[config.mk]
export PLATFORM = sky130hd
export DESIGN_NAME = apb_master_bridge
export DESIGN_NICKNAME = d
export VERILOG_FILES = /design/src/rtl/apb_master_bridge.sv
export SDC_FILE = /design/constraint.sdc
export NUM_CORES = 1
export LEC_CHECK = 0
export ABC_AREA = 1
export CORE_AREA = 2 2 101 103
export CTS_BUF_LIST = sky130_fd_sc_hd__clkbuf_2 sky130_fd_sc_hd__clkbuf_4 sky130_fd_sc_hd__clkbuf_8
export DETAILED_ROUTE_END_ITERATION = 10
export DIE_AREA = 0 0 103 105
export PLACE_DENSITY = 0.86
export RECOVER_POWER = 25
export SYNTH_ARGS = -nofsm -noshare
export SYNTH_HDL_FRONTEND = slang
export SYNTH_SLANG_ARGS = --single-unit
[constraint.sdc]
create_clock -name pclk -period 6.9 [get_ports pclk]
set_input_delay 1.38 -clock pclk [delete_from_list [all_inputs] [get_ports pclk]]
set_output_delay 1.38 -clock pclk [all_outputs]
set_load 0.01 [all_outputs]
[src/rtl/apb_master_bridge.sv]
// APB initiator: turns a valid/ready command into one APB transfer at a time and
// returns read data or a watchdog-timeout status as a single-cycle response pulse.
module apb_master_bridge #(
    parameter int unsigned TIMEOUT = 16
) (
    input  logic        pclk,
    input  logic        preset,
    input  logic        cmd_valid,
    output logic        cmd_ready,
    input  logic        cmd_write,
    input  logic [31:0] cmd_addr,
    input  logic [31:0] cmd_wdata,
    output logic        rsp_valid,
    output logic [31:0] rsp_rdata,
    output logic        rsp_timeout,
    output logic [31:0] paddr,
    output logic        psel,
    output logic        penable,
    output logic [31:0] pwdata,
    output logic        pwrite,
    input  logic        pready,
    input  logic [31:0] prdata
);

    localparam int unsigned CW_RAW = $clog2(TIMEOUT + 1);
    localparam int unsigned CW     = (CW_RAW < 1) ? 1 : CW_RAW;
    localparam logic [CW-1:0] CNT_LAST = CW'(TIMEOUT - 1);
    localparam logic [CW-1:0] CNT_MAX  = '1;
    localparam bit WDOG_EN = (TIMEOUT != 0);

    typedef enum logic [1:0] {
        IDLE   = 2'd0,
        SETUP  = 2'd1,
        ACCESS = 2'd2
    } state_t;

    state_t        state, state_nxt;
    logic [CW-1:0] wait_cnt;
    logic          done_ok, done_to;

    assign cmd_ready = (state == IDLE);

    always_comb begin
        // NOTE: every variable gets a default before the case, so no path can infer a latch.
        state_nxt = state;
        done_ok   = 1'b0;
        done_to   = 1'b0;
        case (state)
            IDLE:   if (cmd_valid) state_nxt = SETUP;
            SETUP:  state_nxt = ACCESS;
            ACCESS: begin
                // A high pready on the expiry cycle still counts as a normal completion.
                done_ok = pready;
                done_to = !pready && WDOG_EN && (wait_cnt == CNT_LAST);
                if (done_ok || done_to) state_nxt = IDLE;
            end
            default: state_nxt = IDLE;
        endcase
    end

    always_ff @(posedge pclk or posedge preset) begin
        if (preset) begin
            state       <= IDLE;
            psel        <= 1'b0;
            penable     <= 1'b0;
            paddr       <= '0;
            pwdata      <= '0;
            pwrite      <= 1'b0;
            rsp_valid   <= 1'b0;
            rsp_rdata   <= '0;
            rsp_timeout <= 1'b0;
            wait_cnt    <= '0;
        end else begin
            // NOTE: non-blocking assignments so every flop samples pre-edge values.
            state       <= state_nxt;
            psel        <= (state_nxt != IDLE);
            penable     <= (state_nxt == ACCESS);
            rsp_valid   <= done_ok || done_to;
            rsp_timeout <= done_to;

            // Bus address/data are only loaded on accept, so they hold quietly in IDLE.
            if (state == IDLE && cmd_valid) begin
                paddr  <= cmd_addr;
                pwrite <= cmd_write;
                pwdata <= cmd_wdata;
            end

            if (state == SETUP) begin
                wait_cnt <= '0;
            end else if (state == ACCESS && !pready && wait_cnt != CNT_MAX) begin
                wait_cnt <= wait_cnt + 1'b1;
            end

            if (done_ok || done_to) begin
                rsp_rdata <= (done_ok && !pwrite) ? prdata : '0;
            end
        end
    end

endmodule

=== Yosys cells after proc, flatten, opt, wreduce, memory -nomap -nowiden ===
Cells that the tools add are included.

* Add/sub/neg operators: 1
* $mul: 0
* Divide/modulo/power cells: 0
* Order comparisons: 0
* Eq/ne operators: 5
* Shifts and indexed selects: 0
* Muxes and demuxes: 8
* Bitwise operators: 0
* Reductions and logical operators: 12

{| class="wikitable"
|+ Operators by type and width
! operator !! number
|-
| 32-bit two-way mux || 1
|-
| 5-bit two-way mux || 2
|-
| 2-bit case mux with 3 select lines || 1
|-
| 5-bit by 1-bit adder with 5-bit output, second input constant || 1
|-
| 5-bit by 4-bit == test with 1-bit output, second input constant || 1
|-
| 1-bit logical AND || 5
|-
| 5-bit inequality test, second input constant || 1
|-
| 2-bit == test, second input constant || 2
|-
| 2-bit two-way mux || 2
|-
| 2-bit nonzero test || 2
|-
| 2-bit by 1-bit == test with 1-bit output, second input constant || 1
|-
| 1-bit logical NOT || 2
|-
| 2-bit logical NOT || 1
|-
| 1-bit logical OR || 2
|-
| 1-bit two-way mux || 2
|}

* Flip-flop bits (word level): 108
* Latch bits: 0
* Bits in writable memories: 0
* Bits in read-only memories: 0
* Input port bits: 101
* Logic and storage cells: 36
* Memories kept: 0

=== Longest topological paths before layout ===
* Depth after elaboration: 6
* Gate-level depth with buffers: 8
* Depth with buffers taken out: 8

=== Least setup slack after synthesis ===
No wires, ideal clock.

* Path kind: input to register
* Start: input port pready
* End: register psel
* Arrival time: 1.985 ns
* Data required time: 6.831 ns
* Setup slack: 4.846 ns
* Stages on the path: 4
* Buffers on the path: 1
* Path through: nor2_1 -> buf_2 -> nand2_1 -> nand3_1

* Longest elaborated chain between the ends: 6

{| class="wikitable"
|+ RTL lines
! item !! line !! RTL
|-
| start: declaration || 21 || <nowiki>input logic pready,</nowiki>
|-
| 1-bit logical NOT || 54 || <nowiki>done_to = !pready && WDOG_EN && (wait_cnt == CNT_LAST);</nowiki>
|-
| 1-bit logical AND || 54 ||
|-
| 1-bit logical OR (*) || 55 || <nowiki>if (done_ok || done_to) state_nxt = IDLE;</nowiki>
|-
| 2-bit two-way mux (*) || 55 ||
|-
| 2-bit case mux with 3 select lines (*) || 48 || <nowiki>case (state)</nowiki>
|-
| 2-bit nonzero test (*) || 76 || <nowiki>psel <= (state_nxt != IDLE);</nowiki>
|-
| end signal: assignment || 76 ||
|-
| end: declaration || 17 || <nowiki>output logic psel,</nowiki>
|}

Every way passes the cells marked *; elsewhere a longest branch is shown, timed or not.
A chain may end at the register's enable or synchronous reset.

=== Worst setup path in the final report ===
* Start: input port cmd_valid
* End: register pwdata[26]

* Longest elaborated chain between the ends: 1

{| class="wikitable"
|+ RTL lines
! item !! line !! RTL
|-
| start: declaration || 8 || <nowiki>input logic cmd_valid,</nowiki>
|-
| 1-bit logical AND || 82 || <nowiki>if (state == IDLE && cmd_valid) begin</nowiki>
|-
| end signal: assignment || 85 || <nowiki>pwdata <= cmd_wdata;</nowiki>
|-
| end: declaration || 19 || <nowiki>output logic [31:0] pwdata,</nowiki>
|}

Every way passes these cells.

==> impl_metrics.py <==
metrics = {
    "run_status": {
        "outcome": "complete, but fails checks",
        "violations": "max-capacitance violations, max-slew violations",
    },
    "pwr": {
        "internal_power_uw": 1700,
        "p_leak_uw": 0.00322,
        "net-switching-power_uw": 989,
        "total_power_uw": 2690,
        "clkPwrFrac_pct": 12.7,
        "comb_power_share_pct": 46.9,
        "pwr_density_cell_nw_per_um2": 414,
        "switching_share_pct": 36.8,
        "ir_worst_vdd_mv": 0.368,
        "seqPwrFrac_pct": 40.4,
    },
    "worst_setup_path": {
        "arrival_ns": 3.90,
        "start_kind": "primary input",
        "crit_type": "in2reg",
        "critical_path_peak_fanout": 67,
        "cp-end-kind": "register",
        "crit_top_cell": "nand2_1",
        "crit_chain": "clkdlybuf4s50_1 > nand2_2 > inv_2 > nand2_1 > nand2_1",
        "slowest_stage": "inv_2",
        "slowest_delay_ns": 1.10,
        "critPathRequiredTime_ns": 7.19,
    },
    "clock_tree": {
        "clk_pin_slew_ns": 0.09,
        "cts-buffers-inserted": 9,
        "clk_latency_ns": 0.36,
        "post_cts_buffers": 0,
        "clkSinkCount": 108,
        "cts_max_level": 3,
        "cts_root_buf": "clkbuf_8",
        "clockBufferDepth": 2,
        "cts_resized": 0,
        "cts_hold_buf": 0,
        "cts_tree": "built",
    },
    "global_routing": {
        "grt_max_degree": 73,
        "grt_pass1_vias": 3875,
        "track_usage_pct": 22.0,
        "grt_overflow_total": 0,
        "antenna_found_initial": 0,
        "grt_first_pass_wirelength_um": 18700,
    },
    "routing": {
        "num_vias": 3889,
        "drtIter0Drc": 132,
        "drc": 0,
        "routed_wl_um": 12100,
        "wl_per_cell_um": 15.1,
        "drt_pass1_iterations": 5,
        "ant_nets": 0,
        "viasPerCell": 4.86,
    },
    "sta": {
        "fmax_mhz": 277,
        "worstMarginPinSlew_ns": 1.65,
        "holdWs_ns": 0.484,
        "slew_headroom_pct": -10.7,
        "rsz0062_at_grt": "no",
        "finalCritPeriodShare_pct": 52.4,
        "slew_viol_final": 38,
        "setup_viol": 0,
        "finalHoldViolCount": 0,
        "finClkSkew_ns": 0.00754,
        "period_needed_ns": 3.61,
        "fin_ws_ns": 3.29,
        "tns_ns": 0,
    },
    "floorplan": {
        "dieArea_sq_um": 10800,
        "boundaryPins": 203,
        "core_sq_um": 9640,
        "num_rows": 36,
        "die_width_um": 103,
        "start_util_pct": 44.4,
        "fp.dieH_um": 105,
    },
    "synthesis": {
        "syn_inst": 477,
        "syn_area_sq_um": 4280,
        "yosysMostFrequentCell": "nand2_1",
        "yosys.area.top_type_share_pct": 63.2,
        "synth-edff-count": 0,
        "synthArstFlopShare_pct": 100,
        "synth-seq-cells": 108,
        "syn_area_per_cell_sq_um": 8.96,
        "synth-main-ff-cell": "dfrtp_1",
        "synth_nets": 581,
        "synth.yosys.warnings": 0,
        "netlist_top_cells_area": "dfrtp_1 63%, nand2_1 21%, nand3_1 4.1%, o21ai_1 3.4%, buf_2 2.0%",
        "synth_common_cells": "244 x nand2_1, 108 x dfrtp_1, 35 x nand3_1",
        "yosysSeqAreaShare_pct": 63.2,
        "synth.largest_area_cell": "dfrtp_1",
        "ys_types": 20,
    },
    "place": {
        "place_ws_ns": 2.86,
        "portBuffers": 202,
        "routabilityCongestion": 0.812,
        "dp_hpwl_um": 8470,
        "placed_area_sq_um": 6330,
    },
    "cells_and_area": {
        "area_growth_pct": 51.9,
        "antennaDiodeCount": 0,
        "fin_nets": 769,
        "fin_area_sq_um": 6490,
        "drive_gt1_share_pct": 3.60,
    },
    "run": {
        "drv_cap": 1,
    },
    "hold_path": {
        "hp-class": "reg2reg",
    },
}
-- worst paths after layout --
| kind | from | cells after the start | end | slack (ns) |
|---|---|---|---|---|
| max | cmd_valid | 5 | pwdata[26]$_DFFE_PP0P_ | 3.29 |
| min | rsp_rdata[14]$_DFFE_PP0P_ | 2 | rsp_rdata[14]$_DFFE_PP0P_ | 0.48 |
| max reg2reg | state[1]$_DFF_PP0_ | 5 | pwdata[26]$_DFFE_PP0P_ | 4.16 |
| min reg2reg | rsp_rdata[14]$_DFFE_PP0P_ | 2 | rsp_rdata[14]$_DFFE_PP0P_ | 0.48 |
| max in group asynchronous | preset | 3 | state[0]$_DFF_PP0_ | 3.46 |
| min in group asynchronous | preset | 2 | rsp_rdata[28]$_DFFE_PP0P_ | 1.86 |
-- worst max-delay path, delay by kind of cell --
kind,cells,cell delay [ns]
buffers and inverters,2,1.57
AND/OR/NAND/NOR,3,0.89
-- cell families (layout without fill, tap and decap cells) --
group	count (synthesis)	in the layout	synth area share, %
compound gates	33	33	3.86
fa+ha+maj	3	3	0.878
flops	108	108	63.2
simple gates	296	296	27.6
buf+inv	37	227	4.42
-- sequential cells by signal, indices dropped and copies added (netlist names), 2 cells and up --
register,flops
paddr,32
pwdata,32
rsp_rdata,32
state,2
wait_cnt,5
-- per-stage QoR --
| step | util [%] | cells |
|---|---|---|
| after floorplan | - | 477 |
| after global placement | 65.7 | 787 |
| after detailed placement | 65.7 | 787 |
| after CTS | 67.4 | 800 |
| after global routing | 67.4 | 800 |
| final | 67.4 | 800 |
-- area by class of cell --
type,instances,area (sq um)
clock buffers,11,151
fillers,774,3150
well taps,133,166
multi-input cells,332,1390
repair buffers,203,2030
flip-flops and latches,108,2700
clock inverters,2,12.5
inverters,11,42.5
-- per-layer routing --
| metal | part of all wire, % | GRT usage, % | wire length [um] | vias up |
|---|---|---|---|---|
| met5 | 0 | 0 | 0 | - |
| met4 | 3.1 | 10.3 | 371 | 0 |
| met3 | 6.4 | 3.61 | 766 | 24 |
| met2 | 51 | 36.9 | 6110 | 161 |
| met1 | 40 | 27.4 | 4810 | 1847 |
| li1 | - | - | - | 1857 |
-- power by group through the flow --
stage	sequential [uW]	combinational, uW	clock, uW
3_5_place_dp	1100	1310	0
6_report	1090	1260	342
5_1_grt	1120	1370	376
3_3_place_gp	1090	1270	0
2_1_floorplan	1210	444	0
4_1_cts	1090	1310	350
-- cells in the final DEF (no fill, tap or decap), drive strengths merged --
cell type | synthesis | routed
inv | 11 | 10
nand3b | 1 | 1
clkbuf | 3 | 11
ha | 3 | 3
o21ai | 33 | 33
dlygate4sd3 | 0 | 39
nand3 | 35 | 35
clkinv | 0 | 1
clkinvlp | 0 | 2
clkdlybuf4s50 | 0 | 163
dfrtp | 108 | 108
buf | 23 | 1
nor2 | 11 | 11
nand4 | 3 | 3
nand2 | 245 | 245
or2 | 1 | 1
Note: power is estimated with default switching activity, not from simulation.
